File: src/rtl/multicycle_controller.sv
// Multicycle MIPS-style control FSM (Moore) with a bounded memory-wait counter,
// sticky illegal-opcode / memory-timeout flags and a debug view of the state.
module multicycle_controller #(
    parameter int EXT_OPS     = 0,
    parameter int MEM_TIMEOUT = 15
) (
    input  logic        clk,
    input  logic        rst_n,
    input  logic [31:0] instr,
    input  logic        mem_ready,
    output logic        mem_req,
    output logic        mem_write,
    output logic        iord,
    output logic        ir_write,
    output logic        pc_write,
    output logic        pc_write_cond,
    output logic        branch_ne,
    output logic        reg_write,
    output logic        reg_dst,
    output logic        mem_to_reg,
    output logic        alu_src_a,
    output logic [1:0]  alu_src_b,
    output logic [1:0]  alu_op,
    output logic [1:0]  pc_src,
    output logic        illegal,
    output logic        timeout,
    output logic [3:0]  state_o
);
    typedef enum logic [3:0] {
        S_FETCH  = 4'd0,  S_DECODE = 4'd1,  S_MEMADR = 4'd2,  S_MEMRD  = 4'd3,
        S_MEMWB  = 4'd4,  S_MEMWR  = 4'd5,  S_EXEC   = 4'd6,  S_ALUWB  = 4'd7,
        S_BRANCH = 4'd8,  S_IEXEC  = 4'd9,  S_IWB    = 4'd10, S_JUMP   = 4'd11,
        S_TRAP   = 4'd12
    } state_t;

    localparam logic [5:0] OP_RTYPE = 6'b000000;
    localparam logic [5:0] OP_LW    = 6'b100011;
    localparam logic [5:0] OP_SW    = 6'b101011;
    localparam logic [5:0] OP_BEQ   = 6'b000100;
    localparam logic [5:0] OP_BNE   = 6'b000101;
    localparam logic [5:0] OP_ADDI  = 6'b001000;
    localparam logic [5:0] OP_ANDI  = 6'b001100;
    localparam logic [5:0] OP_ORI   = 6'b001101;
    localparam logic [5:0] OP_SLTI  = 6'b001010;
    localparam logic [5:0] OP_J     = 6'b000010;
    localparam logic       EXT      = (EXT_OPS != 0);
    localparam logic [7:0] WAIT_LIMIT = 8'(MEM_TIMEOUT - 1);

    state_t      state_q, state_d;
    logic [7:0]  wait_q, wait_d;
    logic        illegal_q, illegal_d;
    logic        timeout_q, timeout_d;
    logic        mem_wait;
    logic        dec_illegal;
    logic [5:0]  opcode;
    logic        unused_instr;

    assign opcode       = instr[31:26];
    assign unused_instr = ^instr[25:0];

    always_ff @(posedge clk or negedge rst_n) begin
        if (!rst_n) begin
            state_q   <= S_FETCH;
            wait_q    <= 8'd0;
            illegal_q <= 1'b0;
            timeout_q <= 1'b0;
        end else begin
            state_q   <= state_d;
            wait_q    <= wait_d;
            illegal_q <= illegal_d;
            timeout_q <= timeout_d;
        end
    end

    always_comb begin
        state_d     = state_q;
        wait_d      = 8'd0;
        illegal_d   = illegal_q;
        timeout_d   = timeout_q;
        mem_wait    = 1'b0;
        dec_illegal = 1'b0;
        case (state_q)
            S_FETCH:  if (mem_ready) state_d = S_DECODE; else mem_wait = 1'b1;
            S_DECODE: begin
                case (opcode)
                    OP_RTYPE:              state_d = S_EXEC;
                    OP_LW, OP_SW:          state_d = S_MEMADR;
                    OP_BEQ:                state_d = S_BRANCH;
                    OP_ADDI:               state_d = S_IEXEC;
                    OP_J:                  state_d = S_JUMP;
                    OP_BNE:                if (EXT) state_d = S_BRANCH; else dec_illegal = 1'b1;
                    OP_ANDI, OP_ORI, OP_SLTI:
                                           if (EXT) state_d = S_IEXEC; else dec_illegal = 1'b1;
                    default:               dec_illegal = 1'b1;
                endcase
                if (dec_illegal) begin
                    state_d   = S_TRAP;
                    illegal_d = 1'b1;
                end
            end
            S_MEMADR: state_d = (opcode == OP_SW) ? S_MEMWR : S_MEMRD;
            S_MEMRD:  if (mem_ready) state_d = S_MEMWB; else mem_wait = 1'b1;
            S_MEMWB:  state_d = S_FETCH;
            S_MEMWR:  if (mem_ready) state_d = S_FETCH; else mem_wait = 1'b1;
            S_EXEC:   state_d = S_ALUWB;
            S_ALUWB:  state_d = S_FETCH;
            S_BRANCH: state_d = S_FETCH;
            S_IEXEC:  state_d = S_IWB;
            S_IWB:    state_d = S_FETCH;
            S_JUMP:   state_d = S_FETCH;
            S_TRAP:   state_d = S_TRAP;
            default:  state_d = S_FETCH;
        endcase
        // A completing access takes priority over the timeout on the limit cycle.
        if (mem_wait) begin
            if (wait_q == WAIT_LIMIT) begin
                state_d   = S_TRAP;
                timeout_d = 1'b1;
            end else begin
                wait_d = wait_q + 8'd1;
            end
        end
    end

    always_comb begin
        mem_req       = 1'b0;
        mem_write     = 1'b0;
        iord          = 1'b0;
        ir_write      = 1'b0;
        pc_write      = 1'b0;
        pc_write_cond = 1'b0;
        branch_ne     = 1'b0;
        reg_write     = 1'b0;
        reg_dst       = 1'b0;
        mem_to_reg    = 1'b0;
        alu_src_a     = 1'b0;
        alu_src_b     = 2'b00;
        alu_op        = 2'b00;
        pc_src        = 2'b00;
        // Strobes are gated by rst_n so that reset silences them without a clock edge.
        if (rst_n) begin
            case (state_q)
                S_FETCH: begin
                    mem_req   = 1'b1;
                    ir_write  = mem_ready;
                    pc_write  = mem_ready;
                    alu_src_b = 2'b01;
                end
                S_DECODE: alu_src_b = 2'b11;
                S_MEMADR: begin
                    alu_src_a = 1'b1;
                    alu_src_b = 2'b10;
                end
                S_MEMRD: begin
                    mem_req = 1'b1;
                    iord    = 1'b1;
                end
                S_MEMWB: begin
                    reg_write  = 1'b1;
                    mem_to_reg = 1'b1;
                end
                S_MEMWR: begin
                    mem_req   = 1'b1;
                    mem_write = 1'b1;
                    iord      = 1'b1;
                end
                S_EXEC: begin
                    alu_src_a = 1'b1;
                    alu_op    = 2'b10;
                end
                S_ALUWB: begin
                    reg_write = 1'b1;
                    reg_dst   = 1'b1;
                end
                S_BRANCH: begin
                    alu_src_a     = 1'b1;
                    alu_op        = 2'b01;
                    pc_src        = 2'b01;
                    pc_write_cond = 1'b1;
                    branch_ne     = (opcode == OP_BNE);
                end
                S_IEXEC, S_IWB: begin
                    alu_src_a = 1'b1;
                    alu_src_b = 2'b10;
                    alu_op    = (opcode == OP_ADDI) ? 2'b00 : 2'b11;
                    reg_write = (state_q == S_IWB);
                end
                S_JUMP: begin
                    pc_src   = 2'b10;
                    pc_write = 1'b1;
                end
                default: ;
            endcase
        end
    end

    assign illegal = illegal_q;
    assign timeout = timeout_q;
    assign state_o = state_q;
endmodule

File: config.mk
export PLATFORM = sky130hd
export DESIGN_NAME = multicycle_controller
export DESIGN_NICKNAME = d
export VERILOG_FILES = /design/src/rtl/multicycle_controller.sv
export SDC_FILE = /design/constraint.sdc
export NUM_CORES = 1
export LEC_CHECK = 0
export ABC_CLOCK_PERIOD_IN_PS = 1500
export BUFFER_PORTS_ARGS = -buffer_cell sky130_fd_sc_hd__clkbuf_2
export CAP_MARGIN = 15
export CELL_PAD_IN_SITES_DETAIL_PLACEMENT = 0
export CELL_PAD_IN_SITES_GLOBAL_PLACEMENT = 1
export CORE_UTILIZATION = 32
export DETAILED_ROUTE_END_ITERATION = 6
export GPL_TIMING_DRIVEN = 0
export PLACE_DENSITY_LB_ADDON = 0.1
export SETUP_SLACK_MARGIN = 0.15
export SYNTH_ARGS = -nofsm -noshare
export SYNTH_HDL_FRONTEND = slang
export SYNTH_SLANG_ARGS = --single-unit
File: constraint.sdc
create_clock -name clk -period 1.5 [get_ports clk]
set_input_delay 0.225 -clock clk [delete_from_list [all_inputs] [get_ports clk]]
set_output_delay 0.225 -clock clk [all_outputs]
set_load 0.02 [all_outputs]
==> impl_metrics.toml, run 1 <==
[outcome]
status = "finished with violations"
violations = "negative setup slack"

[synth]
synth_xor_xnor_area_share_pct = 6.60
postSynthAreaPerCell_um2 = 8.53
postSynthCellCount = 140
netlist_top_cells_count = "dfrtp_1 (14), nor2_1 (14), nand2_1 (8), nand2b_1 (8), nor2_2 (8)"
yosys-top-cells-area = "dfrtp_1 (29%), nor2_1 (4.4%), xor2_1 (4.4%)"
synth.top_cell.area_share_pct = 29.4
synthArstFlopShare_pct = 100
synth_compound_gate_area_share_pct = 13.4
yosysSeqAreaShare_pct = 29.4
ys_warn_count = 0
synth_top_family_by_area = "simple AND/OR/NAND/NOR gates"
syn_area_um2 = 1190
ys_ff_latch = 14
synth_edf_count = 0
synth_ff_type = "dfrtp_1"
synth_mux_area_share_pct = 1.78
yosysUniqueCellTypes = 47
syn_nets = 177
synthAdderAreaFrac_pct = 2.94
post-synth-top-area-cell = "dfrtp_1"
synth_simple_gate_area_share_pct = 38.6

[critical_path]
cp-start-kind = "flop"
crit_family = "flip-flops"
path_cells = "buf_6 -> buf_6 -> nand2b_4 -> a31oi_4 -> nand2b_1 -> a21boi_2 -> clkbuf_8"
cpPeakStageDelay_ns = 0.42
ff2ff_path_depth = 9
cpMostUsedCell = "buf_6"
critPathArrivalTime_ns = 1.60
critPathSlowestCell = "dfrtp_2"
critPathKind = "flop to primary output"
worst-path-buf-inv = 3
end_kind = "primary output"
cp_data_required_time_ns = 1.27
worstSetupPathDepth = 7
path_max_fanout = 4

[sta]
tightest_slew_ns = 0.648
timing.final.crit_share_pct = 121
fin_worst_skew_ns = 0.00292
hold_viol_final = 0
rsz0062_at_grt = "yes"
max_freq_mhz = 549
maxSlewViolCount = 0
max_slew_margin_pct = 56.8
final.setup.tns_ns = -5.15
min_period_ns = 1.82
worst_slack_ns = -0.320
setup_viol = 28
whs_ns = 0.363

[die]
start_util_pct = 34.7
die_w_um = 63.1
design.die.area_um2 = 3980
die_h_um = 63.1
rows = 21
core_um2 = 3440
ioPinCount = 58

[routing]
firstDrtPassIters = 4
drc_errors = 0
postRouteAntennaNets = 0
wl_mm = 3.61
wl_per_cell_um = 14.7
drt_iter0_markers = 55
routed_via_density = 5.12
num_vias = 1255

[clock_network]
insertion_delay_ns = 0.24
cts.sinks = 14
cts_root_buffer = "clkbuf_8"
clk_pin_slew_ns = 0.05
numCtsBuffers = 3
cts_buffer_depth = 2
cts_tree = "done"
cts_htree_levels = 1

[place]
port_buffers = 30
hpwl_mm = 2.23
gp_congestion = 0.756
place_ws_ns = -0.355

[global_routing]
grt_pass1_wl_mm = 6.13
grt_pass1_vias = 1237
track_usage_pct = 19.4
grt_start_max_net_pins = 15
antenna_found_initial = 0
overflow = 0

[final_layout]
final_nets = 237
area_growth_pct = 79.1
diodes = 0
nFillCells = 303
fin_util_pct = 62.1
layout-drive-gt1-share_pct = 60.3

[pwr]
leakage_nw = 0.894
p_per_area_nw_per_um2 = 1610
peakVddDrop_uv = 585
total_power_w = 0.00345

[hold_path]
hp-class = "input port to asynchronous set/reset pin"

[job]
maxCapViolCount = 0
==> state kept, by name, indices dropped and copies added, names as in the netlist <==
name and count:
wait_q 8, timeout 1, state_o 4, illegal 1
==> stage by stage <==
stage,area (um2),cells
2_1_floorplan,1330,140
3_3_place_gp,1540,216
3_5_place_dp,1540,216
4_1_cts,2050,241
5_1_grt,2140,245
6_report,2140,245
==> routing by layer <==
layer,vias to the layer above,GRT usage (%),wire (um)
li1,612,-,-
met1,612,27.7,1740
met2,29,30.2,1700
met3,2,4.17,164
met4,0,3.49,8
met5,-,0,0
==> where the power goes <==
part	internal, W	switching, W	total (W)
clock	0.000187	0.000120	0.000307
combinational	0.00138	0.00126	0.00264
sequential	0.000446	0.0000592	0.000505
==> cells by family (layout without fill, tap and decap cells) <==
group / Yosys count / after routing
AOI/OAI and AO/OA: 23 / 23
DFF: 14 / 14
and+or+nand+nor: 77 / 77
buffers and inverters: 12 / 71
xor gates and xnor gates: 9 / 9
adders and majority gates: 3 / 3
muxes: 2 / 2
==> worst register-to-register path, stage by stage, from the launching register on <==
cell and delay, ns:
dfrtp_2 0.41, buf_8 0.13, buf_12 0.13, buf_6 0.11
buf_8 0.11, nor3_4 0.17, a22oi_2 0.14, nand2b_4 0.17
buf_12 0.15, nor2_2 0.08
==> cell usage in the layout (no fill, tap or decap), types with 2 or more instances in the layout <==
master,netlist,final
a21oi_2,0,3
and3_1,3,3
buf_12,0,5
buf_4,2,18
buf_6,4,8
buf_8,0,6
clkbuf_1,1,2
clkbuf_2,0,13
clkbuf_4,0,3
clkbuf_8,0,14
dfrtp_1,14,10
dfrtp_2,0,4
ha_1,2,2
nand2_1,8,5
nand2_2,0,3
nand2b_1,8,3
nand2b_4,0,4
nand3_1,2,2
nand3b_1,4,4
nand4_1,4,4
nand4b_1,2,2
nor2_1,14,9
nor2_2,8,5
nor2_4,0,8
nor2b_4,0,3
nor3_1,7,4
nor3_4,0,4
nor3b_4,0,2
o21ai_0,4,4
o21bai_1,2,2
o22ai_2,0,2
xnor2_1,3,2
xor2_1,6,6
==> area by class of cell <==
type	count	area, um2	area share [%]
sequential	14	355	16.6
clock buffer	4	45.0	2.11
multi-input combinational	114	1010	47.0
inverter	1	3.75	0.176
timing repair buffer	55	508	23.8
buffer	11	163	7.61
tap	46	57.6	2.69
==> worst paths after layout <==
kind	from	end	slack [ns]
setup / recovery	state_o[2]	alu_op[1]	-0.32
hold / removal	rst_n	state_o[0]	0.36
setup reg to reg	state_o[1]	wait_q[2]	-0.18
hold reg to reg	illegal	illegal	0.47
max in group asynchronous	rst_n	state_o[3]	0.68
min in group clk	instr[28]	state_o[1]	0.41
==> what timing repair did <==
| item | in CTS | in global routing |
|---|---|---|
| buffers inserted | 20 | 4 |
| pin swaps | 22 | 11 |
| hold buffers | 1 | 0 |
| gates resized for setup | 66 | 15 |
| hold endpoints to repair | 14 | 0 |
| setup endpoints to repair | 29 | 35 |
Note: power is estimated with default switching activity, not from simulation.
==> inputs of run 2 (changes only) <==
--- a/config.mk
+++ b/config.mk
@@ -5,16 +5,17 @@
 export SDC_FILE = /design/constraint.sdc
 export NUM_CORES = 1
 export LEC_CHECK = 0
+export ABC_AREA = 1
 export ABC_CLOCK_PERIOD_IN_PS = 1500
 export BUFFER_PORTS_ARGS = -buffer_cell sky130_fd_sc_hd__clkbuf_2
 export CAP_MARGIN = 15
 export CELL_PAD_IN_SITES_DETAIL_PLACEMENT = 0
 export CELL_PAD_IN_SITES_GLOBAL_PLACEMENT = 1
-export CORE_UTILIZATION = 32
+export CORE_UTILIZATION = 29
 export DETAILED_ROUTE_END_ITERATION = 6
 export GPL_TIMING_DRIVEN = 0
 export PLACE_DENSITY_LB_ADDON = 0.1
-export SETUP_SLACK_MARGIN = 0.15
+export SETUP_SLACK_MARGIN = 0.02
 export SYNTH_ARGS = -nofsm -noshare
 export SYNTH_HDL_FRONTEND = slang
 export SYNTH_SLANG_ARGS = --single-unit
==> impl_metrics.toml, run 2 <==
[routing]
postRouteAntennaNets = 0
drc_errors = 0
wl_mm = 3.10
num_vias = 1215
wl_met2_mm = 1.59
firstDrtPassIters = 4
wl_met3_um = 91
routed_via_density = 4.50
wl_met1_mm = 1.42
highest_layer = "met3"
wl_per_cell_um = 11.5
drt_iter0_markers = 29

[clock_network]
cts.sinks = 14
cts_htree_levels = 1
cts_buffer_depth = 2
insertion_delay_ns = 0.24
cts_tree = "done"
cts_root_buffer = "clkbuf_8"
numCtsBuffers = 3
clk_pin_slew_ns = 0.06

[sta]
whs_ns = 0.460
hold_viol_final = 0
setup_viol = 22
max_slew_margin_pct = 57.5
max_freq_mhz = 593
tightest_slew_ns = 0.636
maxSlewViolCount = 0
timing.final.crit_share_pct = 112
fin_worst_skew_ns = 0.00100
worst_slack_ns = -0.186
rsz0062_at_grt = "yes"
min_period_ns = 1.69

[final_layout]
area_growth_pct = 67.9
regMostFlops = "wait_q"
final_cell_mix = "nor2_1 (29), nand2_1 (23), buf_4 (22)"
fin_area_um2 = 1850
layout-drive-gt1-share_pct = 52.3
mostFrequentLayoutCell = "nor2_1"
nFillCells = 358
diodes = 0
final_nets = 260
largest_register_ffs = 8

[outcome]
violations = "negative setup slack"
status = "finished with violations"

[critical_path]
path_cells = "inv_4 -> nor2_4 -> nand2_2 -> nor2_4 -> nor2_2 -> o31ai_2 -> buf_4"
cpMostUsedCell = "nor2_4"
critPathArrivalTime_ns = 1.46
path_max_fanout = 4
cp-start-kind = "flop"
cp_data_required_time_ns = 1.27
cpPeakStageDelay_ns = 0.44
critPathKind = "flop to primary output"
end_kind = "primary output"
critPathSlowestCell = "dfrtp_2"
worst-path-buf-inv = 2
crit_family = "simple AND/OR/NAND/NOR gates"

[pwr]
total_power_w = 0.000803
p_per_area_nw_per_um2 = 435
peakVddDrop_uv = 476
leakage_nw = 0.909

[place]
place_area_um2 = 1360
gp_congestion = 0.769
hpwl_mm = 2.18
port_buffers = 31

[synth]
post-synth-top-area-cell = "dfrtp_1"
yosysUniqueCellTypes = 26
postSynthAreaPerCell_um2 = 6.67
synthArstFlopShare_pct = 100
syn_nets = 202
netlist_top_cells_count = "nor2_1 (42), nand2_1 (32), inv_1 (18)"
syn_area_um2 = 1100
postSynthCellCount = 165
ys_ff_latch = 14
synth.top_cell.area_share_pct = 31.9
synth_ff_type = "dfrtp_1"
yosysMostFrequentCell = "nor2_1"
yosysSeqAreaShare_pct = 31.9
ys_warn_count = 0
synth_edf_count = 0
yosys-top-cells-area = "dfrtp_1 (32%), nor2_1 (14%), nand2_1 (11%)"

[hold_path]
hp-class = "input port to flop"

[die]
die_w_um = 63.6
ioPinCount = 58
core_um2 = 3660
rows = 22
start_util_pct = 30.0
design.die.area_um2 = 4040
die_h_um = 63.6

[global_routing]
antenna_found_initial = 0
grt_pass1_vias = 1102
grt_pass1_wl_mm = 4.84
overflow = 0
track_usage_pct = 15.3
grt_start_max_net_pins = 15

[job]
maxCapViolCount = 0
-- run 2: cell count changes after synthesis, moves of 5 or more --
cell	change
nand3_1	+13
nand2_1	+24
nand2b_1	-8
inv_1	+17
nor2_1	+28
nor3_1	-5
-- run 2: worst register-to-register path, delay by kind of cell, from the launching register on --
kind	cells	cell delay [ns]
AND/OR/NAND/NOR	6	0.77
flip-flops	1	0.44
buffers and inverters	3	0.30
-- run 2: kinds of logic (layout without fill, tap and decap cells) --
| logic type | after synthesis | after routing | share of synthesized area, % |
|---|---|---|---|
| fa+ha+maj | 2 | 2 | 2.27 |
| xor+xnor | 6 | 6 | 4.78 |
| flops | 14 | 14 | 31.9 |
| simple gates | 110 | 110 | 47.3 |
| buf+inv | 22 | 79 | 7.96 |
| compound gates | 11 | 11 | 5.80 |
-- run 2: timing repair --
item | in CTS | in global routing
pin swaps | 4 | 20
setup buffers | 11 | 10
setup endpoints to repair | 17 | 25
gates resized for setup | 41 | 48
hold endpoints to repair | 14 | 0
hold buffers | 1 | 0
-- run 2: power breakdown --
part | switching, W | total (W) | leakage, nW | internal, W
sequential | 0.000000664 | 0.000380 | 0.171 | 0.000379
clock | 0.000130 | 0.000362 | 0.0288 | 0.000232
combinational | 0.0000428 | 0.0000615 | 0.709 | 0.0000186
total | 0.000173 | 0.000803 | 0.909 | 0.000630
-- run 2: final timing paths --
| path | cells past startpoint | to | slack (ns) | from |
|---|---|---|---|---|
| max in group asynchronous | 2 | state_o[0] | 0.42 | rst_n |
| setup reg to reg | 9 | wait_q[1] | -0.06 | state_o[2] |
| hold / removal | 4 | state_o[3] | 0.46 | mem_ready |
| min in group asynchronous | 2 | wait_q[5] | 0.63 | rst_n |
| setup / recovery | 7 | reg_write | -0.19 | state_o[2] |
| hold reg to reg | 2 | timeout | 0.47 | timeout |
-- run 2: area by class of cell --
| cell class | instances | area (um2) | area share [%] |
|---|---|---|---|
| plain buffers | 1 | 7.51 | 0.407 |
| inverters | 21 | 92.6 | 5.01 |
| flip-flops and latches | 14 | 355 | 19.2 |
| well taps | 48 | 60.1 | 3.25 |
| repair buffers | 53 | 443 | 24.0 |
| multi-input cells | 129 | 833 | 45.1 |
| clock buffers | 4 | 55.1 | 2.98 |
-- run 2: routing by layer --
metal  up-vias  global-route usage (%)
li1        634                       -
met1       561                    21.1
met2        20                    24.6
met3         0                    3.44
met4         0                    2.56
met5         -                       0
-- run 2: through the flow --
step / utilization (%) / std cells / setup slack, ns / TNS [ns]
3_5_place_dp: 37.0 / 244 / -0.426 / -2.31
3_3_place_gp: 37.0 / 244 / -0.417 / -2.21
2_1_floorplan: - / 165 / -0.105 / -0.254
4_1_cts: 44.8 / 260 / -0.175 / -1.75
5_1_grt: 50.4 / 270 / -0.260 / -3.67
6_report: 50.4 / 270 / -0.186 / -1.97
